### config.mk
export PLATFORM = sky130hd
export DESIGN_NAME = pc_gen
export DESIGN_NICKNAME = d
export VERILOG_FILES = /design/src/rtl/pc_gen_pkg.sv /design/src/rtl/pc_gen_ras.sv /design/src/rtl/pc_gen.sv
export SDC_FILE = /design/constraint.sdc
export NUM_CORES = 1
export LEC_CHECK = 0
export BUFFER_PORTS_ARGS = -buffer_cell sky130_fd_sc_hd__buf_2
export CORE_MARGIN = 2
export CORE_UTILIZATION = 50
export CTS_CLUSTER_DIAMETER = 60
export DETAILED_ROUTE_END_ITERATION = 6
export PLACE_DENSITY = 0.78
export SLEW_MARGIN = 20
export SYNTH_ARGS = -nofsm -noshare
export SYNTH_HDL_FRONTEND = slang
export SYNTH_SLANG_ARGS = --single-unit
### constraint.sdc
create_clock -name clk_i -period 2.1 [get_ports clk_i]
set_input_delay 0.525 -clock clk_i [delete_from_list [all_inputs] [get_ports clk_i]]
set_output_delay 0.525 -clock clk_i [all_outputs]
set_load 0.03 [all_outputs]
### src/rtl/pc_gen_pkg.sv
// Shared types for the fetch-stage program-counter generator:
// FSM state encoding and the redirect-kind encoding.
package pc_gen_pkg;

   typedef enum logic [1:0] {
      IDLE = 2'd0,
      RUN  = 2'd1,
      HALT = 2'd2
   } state_e;

   typedef enum logic [1:0] {
      RD_NONE   = 2'd0,
      RD_BRANCH = 2'd1,
      RD_EXC    = 2'd2
   } redir_e;

endpackage

### src/rtl/pc_gen_ras.sv
// Circular return-address stack. A push onto a full stack overwrites the
// oldest entry; a pop on an empty stack does nothing; pop+push together
// replace the top entry in place.
module pc_gen_ras #(
   parameter int unsigned ADDR_W = 32,
   parameter int unsigned DEPTH  = 4
) (
   input  logic              clk_i,
   input  logic              rst_i,
   input  logic              push_i,
   input  logic              pop_i,
   input  logic [ADDR_W-1:0] push_data_i,
   output logic [ADDR_W-1:0] top_o,
   output logic              empty_o
);

   localparam int unsigned PW = (DEPTH > 1) ? $clog2(DEPTH) : 1;
   localparam int unsigned CW = $clog2(DEPTH + 1);

   logic [ADDR_W-1:0] mem_q [DEPTH];
   logic [PW-1:0]     wp_q, wp_d, top_idx, wr_idx;
   logic [CW-1:0]     cnt_q, cnt_d;
   logic              do_pop;

   function automatic logic [PW-1:0] ptr_inc(input logic [PW-1:0] p);
      return (p == PW'(DEPTH - 1)) ? '0 : p + PW'(1);
   endfunction

   function automatic logic [PW-1:0] ptr_dec(input logic [PW-1:0] p);
      return (p == '0) ? PW'(DEPTH - 1) : p - PW'(1);
   endfunction

   // wp_q is the next free slot; the top lives one slot below it
   assign top_idx = ptr_dec(wp_q);
   assign top_o   = mem_q[top_idx];
   assign empty_o = (cnt_q == '0);
   assign do_pop  = pop_i && !empty_o;

   // Pointer/count update and choice of the write slot
   always_comb begin
      wp_d   = wp_q;
      cnt_d  = cnt_q;
      wr_idx = wp_q;
      if (do_pop && push_i) begin
         wr_idx = top_idx;
      end else if (do_pop) begin
         wp_d  = top_idx;
         cnt_d = cnt_q - CW'(1);
      end else if (push_i) begin
         wp_d  = ptr_inc(wp_q);
         cnt_d = (cnt_q == CW'(DEPTH)) ? cnt_q : cnt_q + CW'(1);
      end
   end

   // Pointer and occupancy registers
   always_ff @(posedge clk_i) begin
      if (rst_i) begin
         wp_q  <= '0;
         cnt_q <= '0;
      end else begin
         wp_q  <= wp_d;
         cnt_q <= cnt_d;
      end
   end

   // Entry storage needs no reset: occupancy guards every read
   always_ff @(posedge clk_i) begin
      if (push_i) mem_q[wr_idx] <= push_data_i;
   end

endmodule

### src/rtl/pc_gen.sv
// Fetch-stage program-counter generator with IDLE/RUN/HALT control,
// prioritised redirects and a latch for redirects arriving under stall.
// Optional return-address stack enabled by defining PC_GEN_RAS_EN.
module pc_gen
   import pc_gen_pkg::*;
#(
   parameter int unsigned       ADDR_W    = 32,
   parameter logic [ADDR_W-1:0] RESET_VEC = '0,
   parameter int unsigned       INC       = 4,
   parameter bit                SATURATE  = 1'b1,
   parameter int unsigned       RAS_DEPTH = 4
) (
   input  logic              clk_i,
   input  logic              rst_i,
   input  logic              inited_i,
   input  logic              stall_i,
   input  logic              exc_flag_i,
   input  logic [ADDR_W-1:0] exc_addr_i,
   input  logic              branch_flag_i,
   input  logic [ADDR_W-1:0] branch_addr_i,
   input  logic              halt_req_i,
   input  logic              call_flag_i,
   input  logic              ret_flag_i,
   output logic [ADDR_W-1:0] pc_o,
   output logic              pc_valid_o,
   output logic              redirect_pending_o,
   output logic              halted_o,
   output logic              ras_empty_o
);

   // All-ones with the low log2(INC) bits clear: alignment mask and
   // also the highest aligned address, where saturation parks the PC.
   localparam logic [ADDR_W-1:0] ALIGN_MASK = ~(ADDR_W'(INC - 1));

   state_e            state_q, state_d;
   logic [ADDR_W-1:0] pc_q, pc_d;
   redir_e            pk_q, pk_d;
   logic [ADDR_W-1:0] pa_q, pa_d;

   logic [ADDR_W:0]   seq_sum;
   logic [ADDR_W-1:0] seq_pc, tgt;
   logic              take, adv, ret_ok, ras_empty;
   logic [ADDR_W-1:0] ras_top;

   // Sequential successor with carry detection for the end-of-space policy
   always_comb begin
      seq_sum = {1'b0, pc_q} + (ADDR_W + 1)'(INC);
      seq_pc  = seq_sum[ADDR_W-1:0];
      if (seq_sum[ADDR_W]) seq_pc = SATURATE ? ALIGN_MASK : '0;
   end

`ifdef PC_GEN_RAS_EN
   pc_gen_ras #(
      .ADDR_W (ADDR_W),
      .DEPTH  (RAS_DEPTH)
   ) u_ras (
      .clk_i       (clk_i),
      .rst_i       (rst_i),
      .push_i      (adv && call_flag_i),
      .pop_i       (adv && ret_flag_i),
      .push_data_i (seq_sum[ADDR_W-1:0]),
      .top_o       (ras_top),
      .empty_o     (ras_empty)
   );
   assign ret_ok = ret_flag_i && !ras_empty;
`else
   logic unused_ras;
   assign ras_empty  = 1'b1;
   assign ras_top    = '0;
   assign ret_ok     = 1'b0;
   assign unused_ras = ^{call_flag_i, ret_flag_i, adv, RAS_DEPTH};
`endif

   // Next-state, next-PC and pending-redirect selection
   always_comb begin
      state_d = state_q;
      pc_d    = pc_q;
      pk_d    = pk_q;
      pa_d    = pa_q;
      adv     = 1'b0;
      take    = 1'b1;
      tgt     = '0;
      case (state_q)
         IDLE: begin
            pc_d = RESET_VEC;
            pk_d = RD_NONE;
            if (inited_i) state_d = RUN;
         end
         RUN: begin
            if (!inited_i) begin
               state_d = IDLE;
               pc_d    = RESET_VEC;
               pk_d    = RD_NONE;
            end else if (stall_i) begin
               // latch only if not lower priority than what is waiting
               if (exc_flag_i) begin
                  pk_d = RD_EXC;
                  pa_d = exc_addr_i;
               end else if (branch_flag_i && pk_q != RD_EXC) begin
                  pk_d = RD_BRANCH;
                  pa_d = branch_addr_i;
               end
            end else begin
               adv  = 1'b1;
               pk_d = RD_NONE;
               if (exc_flag_i)               tgt = exc_addr_i;
               else if (pk_q == RD_EXC)      tgt = pa_q;
               else if (branch_flag_i)       tgt = branch_addr_i;
               else if (pk_q == RD_BRANCH)   tgt = pa_q;
               else if (ret_ok)              tgt = ras_top;
               else                          take = 1'b0;
               // a redirect wins over halt; halt is retried next cycle
               if (take)            pc_d    = tgt & ALIGN_MASK;
               else if (halt_req_i) state_d = HALT;
               else                 pc_d    = seq_pc;
            end
         end
         HALT: begin
            if (!inited_i) begin
               state_d = IDLE;
               pc_d    = RESET_VEC;
            end else if (exc_flag_i) begin
               state_d = RUN;
               pc_d    = exc_addr_i & ALIGN_MASK;
            end
         end
         default: begin
            state_d = IDLE;
            pc_d    = RESET_VEC;
            pk_d    = RD_NONE;
         end
      endcase
   end

   // State, PC and pending-redirect registers
   always_ff @(posedge clk_i) begin
      if (rst_i) begin
         state_q <= IDLE;
         pc_q    <= RESET_VEC;
         pk_q    <= RD_NONE;
         pa_q    <= '0;
      end else begin
         state_q <= state_d;
         pc_q    <= pc_d;
         pk_q    <= pk_d;
         pa_q    <= pa_d;
      end
   end

   assign pc_o               = pc_q;
   assign pc_valid_o         = (state_q == RUN) && !stall_i;
   assign redirect_pending_o = (pk_q != RD_NONE);
   assign halted_o           = (state_q == HALT);
   assign ras_empty_o        = ras_empty;

endmodule

== Yosys cells after proc, flatten, opt, wreduce, memory -nomap -nowiden ==
Index checks and enable logic that the tools add are counted.

* Bits in registers: 68
* Bits of input ports: 73
* Output and inout bits: 36
* Word-level logic and storage cells: 62

* $add $sub $neg: 1
* Eq/ne operators: 12
* Muxes and demuxes: 34
* Bitwise operators: 1
* Reductions and logical operators: 10

{| class="wikitable"
|+ Operators with widths
! cell !! count
|-
| 2-to-1 mux 32 bit || 13
|-
| one-hot mux 32 bit (2 select lines) || 1
|-
| adder 32 x 3 -> 33 bit (second input constant) || 1
|-
| 2-to-1 mux 2 bit || 11
|-
| != test 3 bit (second input constant) || 4
|-
| 2-to-1 mux 1 bit || 7
|-
| one-hot mux 2 bit (3 select lines) || 1
|-
| != test 5 bit (second input constant) || 1
|-
| AND reduction 5 bit || 1
|-
| equality test 2 x 1 -> 1 bit (second input constant) || 2
|-
| equality test 2 bit (second input constant) || 2
|-
| != test 2 bit (second input constant) || 2
|-
| != test 4 x 3 -> 1 bit (second input constant) || 1
|-
| one-hot mux 2 bit (2 select lines) || 1
|-
| AND reduction 4 bit || 1
|-
| nonzero test 2 bit || 2
|-
| AND reduction 3 bit || 1
|-
| logical AND 1 bit || 2
|-
| logical NOT 2 bit || 1
|-
| AND reduction 2 bit || 1
|-
| logical NOT 1 bit || 1
|-
| NOT 1 bit || 1
|}

== Longest topological paths before layout ==
Gate-level depths: netlist of the first run.

* Word-level depth: 12
* Gate-level depth with buffers: 10
* Mapped depth without buffers: 8

== Least setup slack after synthesis of the first run ==
OpenSTA, ideal clock, no wires.

* Path kind: reg2reg
* Start: reg pc_q[2] (netlist: pc_o[2])
* End: reg pc_q[18] (netlist: pc_o[18])
* Library setup time: 0.122 ns
* Data arrival time: 2.179 ns
* Required time: 1.978 ns
* Slack: -0.200 ns
* Stages on the path, launching flop included: 8
* Buffers on the path: 0
* Period minus slack after synthesis: 2.300 ns
* Cells stage by stage: dfxtp_1 ha_1 nand4_1 or3_2 nor3_1 xor2_1 o211a_1 a221o_1

* Longest elaborated chain between the ends: 7

{| class="wikitable"
|+ RTL lines
! element !! RTL line !! source
|-
| start, declared || pc_gen.sv:36 || <nowiki>logic [ADDR_W-1:0] pc_q, pc_d;</nowiki>
|-
| start signal, assigned || pc_gen.sv:144 || <nowiki>pc_q <= pc_d;</nowiki>
|-
| adder 32 x 3 -> 33 bit || pc_gen.sv:47 || <nowiki>seq_sum = {1'b0, pc_q} + (ADDR_W + 1)'(INC);</nowiki>
|-
| 2-to-1 mux 32 bit || pc_gen.sv:49 || <nowiki>if (seq_sum[ADDR_W]) seq_pc = SATURATE ? ALIGN_MASK : '0;</nowiki>
|-
| 2-to-1 mux 32 bit || pc_gen.sv:114 || <nowiki>else if (halt_req_i) state_d = HALT;</nowiki>
|-
| 2-to-1 mux 32 bit || pc_gen.sv:113 || <nowiki>if (take) pc_d = tgt & ALIGN_MASK;</nowiki>
|-
| 2-to-1 mux 32 bit || pc_gen.sv:94 || <nowiki>end else if (stall_i) begin</nowiki>
|-
| 2-to-1 mux 32 bit || pc_gen.sv:90 || <nowiki>if (!inited_i) begin</nowiki>
|-
| one-hot mux 32 bit (2 select lines) || pc_gen.sv:83 || <nowiki>case (state_q)</nowiki>
|}

No other way between the ends. The select of a mux whose other input is x is not followed.
A chain may end at the register's enable or synchronous reset.

== Worst setup path after layout of the first run ==
* Start: reg pc_q[9] (netlist: pc_o[9])
* End: reg pc_q[30] (netlist: pc_o[30])

Same word-level chain as after synthesis.

==> summary.txt, run 1 <==
Floorplanning
  • Initial Util: 0.506
  • CORE AREA: 9110 sq um
  • Row count: 35
  • Die Y: 100 um
  • Die area: between 10,000 and 15,000 sq um
  • Die X: 100 um
  • Ports: 109

Global routing
  • Met2 GRT Util: 0.532
  • Largest net degree at the start of global routing: 40
  • First-pass GRT wire length: 24.7 mm
  • Vias in the first global route: 5,204
  • Antenna violations before repair: 0
  • Global route hottest layer: met2
  • GRT overflow: 0
  • M3 GR Usage: 0.0446
  • Total GRT Usage: 0.307
  • Met1 Usage GRT: 0.369

Power
  • P_leak: 2.39 nW
  • Pwr Density: 494 nW/um^2
  • Peak VDD IR: 0.305 mV

CTS
  • H-tree depth: 3
  • Number of CTS-inserted buffers: 9
  • Clock root cell: clkbuf_8
  • CTS Buffer Depth: 2
  • Clock latency on the worst-skew pair: approximately 0.35 ns
  • Clk sink count: 64
  • CTS tree: done
  • Clock transition at path regs: approximately 0.08 ns

Synthesis
  • Synth Area in Simple Gates: 0.232
  • Adder-Cell Fraction of Synth Area: 0.0136
  • Number of synthesized flops with an enable pin: 0
  • Synth Cell Area: 4610 sq um
  • Combinational family with the most area after synthesis: compound AO/OA/AOI/OAI gates
  • Post-Syn Area per Cell: 7.67 sq um
  • Synth Area in XOR/XNOR: 0.0418
  • Mux cell area share after synthesis: 0.0825
  • Register area share after synthesis: 0.278
  • Synth Area in Compound Gates: 0.294
  • Predominant post-synthesis flop cell: dfxtp_1
  • Ys async rst share: 0
  • Cell variety after synth: 67
  • Yosys Warn Count: 0
  • #FFs+latches synth: 64
  • Post-Syn Instances: ~600

Routing
  • DRT Pass-1 Iters: 6
  • Final wirelength: 15.6 mm
  • DRC viols: 0
  • Avg WL per Cell: about 18 um
  • Post-route ant nets: 0
  • Via density: roughly 6.2
  • Starting DRT DRC Count: 387
  • Vias: 5,315

Final layout
  • FF+latch area: about 1300 sq um
  • Multi-input logic area: 3160 sq um
  • Final Instance Area: 5990 sq um
  • # diodes: 0
  • Layout cells sized above 1: 0.334
  • Synthesis-to-finish area growth: 30.0%
  • Filler instances: 765
  • Nets@finish: a little over 800
  • Utilization after layout: 0.658

STA
  • Fmax: 482 MHz
  • Final setup skew: 0.00821 ns
  • Unrepaired setup endpoints after global routing: true
  • Rel. slew slack: 0.641
  • Tightest Pin Transition: about 0.53 ns
  • Final min period: between 2 and 2.5 ns
  • Period Utilization, post-route: 0.987
  • Final Setup Violations: 0
  • Final WS setup: around 0.027 ns
  • Pins Over Slew Limit: 0
  • Hold Fails Final Rpt: 0

Worst setup path
  • Critical Path Sink Type: flip-flop
  • Max incr delay on CP: 0.60 ns
  • Slowest CP cell: or4_4
  • R2R Setup Slk: 0.03 ns
  • Max FO, Critical Path: 7
  • Crit path DAT: 2.36 ns
  • CP cell instances: nand3_4, or4_4, o31ai_4, o31ai_1, a2111o_1, a21oi_1
  • Crit Path Class: reg2reg
  • Critical Path RT: approximately 2.4 ns
  • Crit start category: flip-flop

Placed design
  • Final GP Congestion: 0.992
  • Cell area after placement: 5700 sq um
  • PortBufs: 99
  • Place WS: -0.0175 ns
  • Post-DP HPWL: 11.5 mm

Outcome
  • Outcome: complete, no violations

Run
  • Max Cap Violations: 0

Hold path
  • Min-Delay Path Class: in2reg
-- repair_timing --
item / 4_1_cts / 5_1_grt
resized for setup: 3 / 17
setup endpoints to repair: 10 / 56
hold buffers: 0 / 0
endpoints found under the hold margin: 0 / 0
setup buffers: 0 / 3
pin swaps: 0 / 5
-- report_power, final --
group / switching (mW) / internal [mW]
clock network: 0.512 / 0.525
logic: 0.391 / 0.265
registers: 0.0210 / 1.25
-- kinds of logic after synthesis --
| family | after synthesis |
|---|---|
| other cells | 2 |
| simple gates | 223 |
| mux | 38 |
| fa+ha+maj | 5 |
| flops | 64 |
| xor+xnor | 22 |
| buf+inv | 61 |
| compound gates | 186 |
-- synthesized netlist by cell type, drive strengths merged, types with 3 or more instances --
cell type	instances	area share
a22oi	18	0.029
nand4	6	0.0081
and4	4	0.0076
o31ai	3	0.0060
nand3	28	0.035
nor4	4	0.0087
or3	5	0.0071
a222oi	3	0.0065
mux2i	38	0.083
ha	5	0.014
clkbuf	38	0.031
o21ai	47	0.058
inv	10	0.0081
nor2b	6	0.0081
xor2	10	0.019
nand3b	3	0.0049
nand2b	4	0.0054
xnor2	12	0.023
and3	4	0.0057
o221ai	8	0.015
a211oi	30	0.049
a31oi	19	0.026
a21oi	21	0.023
a221oi	14	0.039
nor2	57	0.048
buf	13	0.018
dfxtp	64	0.28
and2	6	0.0081
nor3	7	0.0076
nand2	84	0.068
-- layer usage --
metal / vias to the layer above / part of all wire
met4: 0 / 0.035
met2: 265 / 0.49
met3: 52 / 0.069
met1: 2505 / 0.40
li1: 2493 / -
met5: - / 0
-- critical path: cells and delay by family, from the launching register on --
kind	cells	cell delay, ns
and+or+nand+nor	2	0.73
DFF	1	0.36
AOI/OAI and AO/OA	4	0.92
-- registers in the layout (all words and copies together) (netlist names) --
name	cells
pc_o	30
state_q	2
pa_q	30
pk_q	2
-- path summary, 6_finish.rpt --
check        cells past startpoint            from       end
max                              6         pc_o[9]  pc_o[30]
min                              3  exc_addr_i[17]  pc_o[17]
max reg2reg                      6         pc_o[9]  pc_o[30]
min reg2reg                      2         pa_q[7]   pa_q[7]
-- cell type report --
class                           count  area share
Timing Repair Buffer              175       0.195
Inverter                           10     0.00626
Sequential cell                    64       0.217
Clock buffer                       14      0.0288
Tap cell                          111      0.0232
Clock inverter                      2     0.00209
Multi-Input combinational cell    477       0.528
-- per-stage QoR --
| step | hold WS, ns | setup TNS [ns] | power [mW] | cells |
|---|---|---|---|---|
| after detailed placement | 0.493 | -0.0391 | 1.92 | 834 |
| after global placement | 0.480 | 0 | 1.90 | 834 |
| after floorplan | 0.466 | -0.0901 | 1.65 | 602 |
| final | 0.437 | 0 | 2.96 | 853 |
| after global routing | 0.456 | -0.324 | 3.07 | 853 |
| after CTS | 0.431 | 0 | 2.94 | 850 |
-- placed cells by master (no fill, tap or decap), drive strengths merged, types with 4 or more instances in the layout --
cell type / instances
and2: 6
and3: 4
nand4: 6
xor2: 10
o221ai: 8
a21oi: 21
buf: 175
mux2i: 38
nand2: 84
dfxtp: 64
clkbuf: 14
nor2b: 6
xnor2: 12
a22oi: 18
o21ai: 47
nor2: 57
nor3: 7
ha: 5
nor4: 4
a31oi: 19
or3: 5
and4: 4
inv: 10
a221oi: 14
nand3: 28
nand2b: 4
a211oi: 30
No activity file was read; power rests on OpenSTA's default activity.
==> run 2: changes to the inputs <==
CORE_MARGIN = not set   (was 2)
==> run 2 against run 1 <==
Against the previous run:
- the flow now finishes with violations (design-rule violations)
- clock skew decreased by 0.00072 ns
- total power is 3.9% higher
- sequential share of layout area about the same
- setup slack gained 0.023 ns
- utilization up 2.4 points
- non-clock buffer count down 2
- count of clock-buffer cells in the layout decreased by 2
- fmax up 1.1%
- combinational power increased by 1%
- clock power increased by 9.6%
- die area shrank 4.0%
- final cell count down 0.70%
- critical endpoint unchanged
- largest power group unchanged
==> summary.txt, run 2 (same netlist as run 1, synthesis figures left out) <==
STA
  • Period Utilization, post-route: 0.976
  • Final setup skew: 0.00750 ns
  • Hold slack: 0.440 ns
  • Pins Over Slew Limit: 0
  • Fmax: 488 MHz
  • Tightest Pin Transition: between 0.6 and 0.7 ns
  • Rel. slew slack: 0.592
  • Final min period: just over 2 ns
  • Hold Fails Final Rpt: 0
  • Final Setup Violations: 0

CTS
  • Clock transition at path regs: ~0.080 ns
  • CTS Buffer Depth: 2
  • Clk sink count: 64
  • Clock latency on the worst-skew pair: 0.35 ns
  • Post-CTS Hold Buffers: 0
  • Clock root cell: clkbuf_8
  • H-tree depth: 3
  • Number of CTS-inserted buffers: 9
  • CTS tree: done

Worst setup path
  • CP top delay family: compound AO/OA/AOI/OAI gates
  • Max FO, Critical Path: 3
  • Crit Path Class: reg2reg
  • CP cell instances: nand3_2, or4_4, o31ai_2, o31ai_1, a2111o_1, a21oi_1
  • Critical Path Sink Type: flip-flop
  • Critical Path RT: 2.38 ns
  • Crit start category: flip-flop
  • Crit path DAT: 2.33 ns
  • Max incr delay on CP: roughly 0.58 ns
  • Buf+Inv Stages, Crit Path: 0
  • Slowest CP cell: or4_4

Routing
  • Starting DRT DRC Count: 434
  • Final wirelength: ~15 mm
  • Post-route ant nets: 0
  • DRT Pass-1 Iters: 7
  • DRC viols: 8
  • Vias: roughly 5,200
  • Avg WL per Cell: 18.0 um
  • Via density: 6.18

Placed design
  • Post-DP HPWL: between 10 and 15 mm
  • PortBufs: 99
  • Cell count after placement: 827
  • Final GP Congestion: 0.929

Final layout
  • Layout cells sized above 1: 0.330
  • Synthesis-to-finish area growth: 30.3%
  • Cell Count, Final, Fillers Out: 847
  • Commonest non-fill, non-tap cell in the layout: buf_2
  • Commonest cells after routing, fill and taps aside: buf_2 (99), nand2_1 (82), buf_4 (63)
  • # diodes: 0
  • Utilization after layout: 0.682
  • Nets@finish: just over 800

Global routing
  • Vias in the first global route: 5,134
  • M3 GR Usage: 0.0408
  • Met1 Usage GRT: 0.383
  • Met2 GRT Util: 0.566
  • GRT overflow: 0
  • Antenna violations before repair: 0
  • Global route hottest layer: met2
  • First-pass GRT wire length: 24.8 mm
  • Total GRT Usage: 0.318
  • Largest net degree at the start of global routing: 41

Outcome
  • Failing checks: design-rule violations
  • Outcome: finished, violations left

Power
  • P_leak: 2.40 nW
  • Peak VDD IR: between 0.2 and 0.3 mV
  • Total power: around 3.1 mW
  • Pwr Density: 512 nW/um^2

Floorplanning
  • Die Y: 98.0 um
  • Ports: 109
  • CORE AREA: 8810 sq um
  • Die area: 9610 sq um
  • Die X: between 90 and 100 um
  • Row count: 34
  • Initial Util: 0.523

Run
  • Max Cap Violations: 0

Hold path
  • Min-Delay Path Class: in2reg
## run 2: area by class of cell
type / count / area [sq um]
multi-input cells: 477 / 3140
clock inverters: 3 / 40.0
well taps: 108 / 135
fillers: 730 / 2800
inverters: 10 / 37.5
repair buffers: 173 / 1180
flip-flops and latches: 64 / 1300
clock buffers: 12 / 165
## run 2: timing repair
item	CTS	global route
pin swaps	0	3
setup endpoints to repair	4	49
setup buffers	0	4
cloned	0	1
gates resized for setup	3	15
## run 2: metal layers
layer,wire (um),share of wire
met1,6390,0.42
met2,7540,0.49
met3,950,0.062
met4,396,0.026
met5,0,0
## run 2: stage by stage
step | instance area (sq um) | setup TNS [ns] | setup WS [ns]
CTS | 5890 | -0.0159 | -0.0159
global placement | 5670 | -0.0164 | -0.0164
global route | 6010 | -0.0420 | -0.0346
floorplan | 4650 | -0.0901 | -0.0357
finish | 6010 | 0 | 0.0494
detailed placement | 5670 | -0.128 | -0.0488
## run 2: where the power goes
part	leakage [nW]	internal (mW)	switching, mW
Sequential	0.525	1.25	0.0214
Clock	0.108	0.636	0.508
Combinational	1.76	0.272	0.392
## run 2: final timing paths
path / depth (start not counted) / from / slack [ns] / end
hold / removal: 3 / exc_addr_i[20] / 0.44 / pc_o[20]
setup / recovery: 6 / pc_o[14] / 0.05 / pc_o[30]
setup reg to reg: 6 / pc_o[14] / 0.05 / pc_o[30]
hold reg to reg: 2 / state_q[0] / 0.49 / state_q[0]
## run 2: worst min-delay path, cell delays in order
cell,delay [ns]
buf_2,0.10
a22oi_1,0.07
o21ai_1,0.07
==> run 3: changes to the inputs <==
PLACE_DENSITY = 0.75   (was 0.78)
clock period = 2.3 ns   (was 2.1 ns; I/O delays follow)
==> run 3 against run 2 <==
Against the previous run:
- the run still ends with design-rule violations left
- clock power shrank 4%
- setup slack gained 0.13 ns
- worst hold slack gained 0.056 ns
- cell area shrank 4.4%
- non-clock buffer count shrank 14
- clock skew grew 0.0015 ns
==> summary.txt, run 3 (same netlist as run 1, synthesis figures left out) <==
STA
  • Hold Fails Final Rpt: 0
  • Rel. slew slack: 0.537
  • Final setup skew: 0.00905 ns
  • Setup Total Neg Slack: 0 ns
  • Unrepaired setup endpoints after global routing: false
  • Period Utilization, post-route: 0.921
  • Hold slack: ~0.5 ns
  • Fmax: roughly 470 MHz
  • Pins Over Slew Limit: 0
  • Final Setup Violations: 0
  • Final min period: 2.12 ns
  • Tightest Pin Transition: 0.688 ns

Floorplanning
  • CORE AREA: between 8000 and 9000 sq um
  • Ports: 109
  • Die area: between 9000 and 10,000 sq um
  • Die X: slightly below 100 um
  • Initial Util: 0.523
  • Die Y: 98.0 um
  • Row count: 34

Placed design
  • Cell count after placement: 816
  • Post-DP HPWL: between 10 and 15 mm
  • Final GP Congestion: between 0.8 and 0.9
  • PortBufs: 99

Final layout
  • # diodes: 0
  • Layout cells sized above 1: 0.284
  • Cell Count, Final, Fillers Out: 834
  • Utilization after layout: 0.652
  • Nets@finish: approximately 800
  • Commonest non-fill, non-tap cell in the layout: buf_2
  • Synthesis-to-finish area growth: 24.6%
  • Commonest cells after routing, fill and taps aside: buf_2 (99), nand2_1 (83), dfxtp_1 (62)

Routing
  • Avg WL per Cell: 17.3 um
  • Via density: 6.08
  • Vias: a little over 5,000
  • DRC viols: 6
  • Starting DRT DRC Count: 309
  • Post-route ant nets: 0
  • Final wirelength: 14.4 mm
  • DRT Pass-1 Iters: 7

Worst setup path
  • Max FO, Critical Path: 4
  • Crit start category: flip-flop
  • Crit path DAT: 2.35 ns
  • Worst reg-to-reg path cell count: 7
  • Crit Path Class: reg2reg
  • Critical Path RT: 2.53 ns
  • R2R Setup Slk: 0.18 ns
  • Critical Path Sink Type: flip-flop

CTS
  • CTS Buffer Depth: 2
  • H-tree depth: 3
  • Clock transition at path regs: 0.07 ns
  • Clk sink count: 64
  • Number of CTS-inserted buffers: 9
  • Clock latency on the worst-skew pair: around 0.35 ns
  • Clock root cell: clkbuf_8
  • CTS tree: done

Outcome
  • Outcome: finished, violations left
  • Failing checks: design-rule violations

Power
  • Pwr Density: 488 nW/um^2
  • P_leak: 2.28 nW
  • Peak VDD IR: a little over 0.3 mV

Hold path
  • Worst hold stages: 3
  • Min-Delay Path Class: in2reg

Global routing
  • Antenna violations before repair: 0
  • First-pass GRT wire length: 24.0 mm
  • Largest net degree at the start of global routing: 61
  • GRT overflow: 0
  • Vias in the first global route: 5,003
  • Total GRT Usage: 0.310

Run
  • Max Cap Violations: 0
[run 3: cell count changes in the layout (fill, tap and decap cells not counted), moves of 2 or more]
cell / change
buf_12: -7
buf_4: -5
clkbuf_1: +3
clkbuf_8: -2
dfxtp_1: +14
dfxtp_2: -14
ha_1: +2
ha_2: -2
o21ai_1: +2
o21ai_2: -2
[run 3: worst max-delay path, cell delays in order, from the launching register on]
cell and delay [ns]:
dfxtp_1 0.33, ha_1 0.22, nand4_1 0.18, or3_2 0.52, nor3_1 0.20, xor2_1 0.10, o211a_1 0.21, a221o_1 0.25
[run 3: path summary, 6_finish.rpt]
path / start / endpoint
setup / recovery: pc_o[3] / pc_o[18]
hold / removal: exc_addr_i[21] / pc_o[21]
setup reg to reg: pc_o[3] / pc_o[18]
hold reg to reg: pa_q[21] / pa_q[21]
[run 3: through the flow]
| step | total power [mW] | area (sq um) | worst slack, ns |
|---|---|---|---|
| 2_1_floorplan | 1.50 | 4610 | 0.0114 |
| 3_3_place_gp | 1.71 | 5490 | 0.0710 |
| 3_5_place_dp | 1.72 | 5490 | 0.0617 |
| 4_1_cts | 2.82 | 5700 | 0.0367 |
| 5_1_grt | 2.93 | 5740 | 0.0321 |
| 6_report | 2.80 | 5740 | 0.183 |
[run 3: cell type report]
cell class	instances	area, sq um
Tap cell	108	135
Fill cell	787	3060
Multi-Input combinational cell	477	3100
Timing Repair Buffer	159	971
Clock inverter	3	65.1
Clock buffer	13	149
Inverter	10	37.5
Sequential cell	64	1280
[run 3: routing by layer]
layer,up-vias,global-route usage,share of wire
met5,-,0,0
met4,0,0.162,0.031
met3,36,0.0565,0.070
met2,222,0.506,0.47
met1,2343,0.390,0.43
li1,2472,-,-
[run 3: repair_timing]
item	in CTS	in global routing
hold buffers	0	0
setup buffers	0	2
resized for setup	0	8
setup endpoints to repair	0	13
[run 3: where the power goes]
part	internal, mW	switching (mW)	leakage [nW]
clock	0.641	0.452	0.108
sequential	1.14	0.0201	0.518
combinational	0.217	0.337	1.66
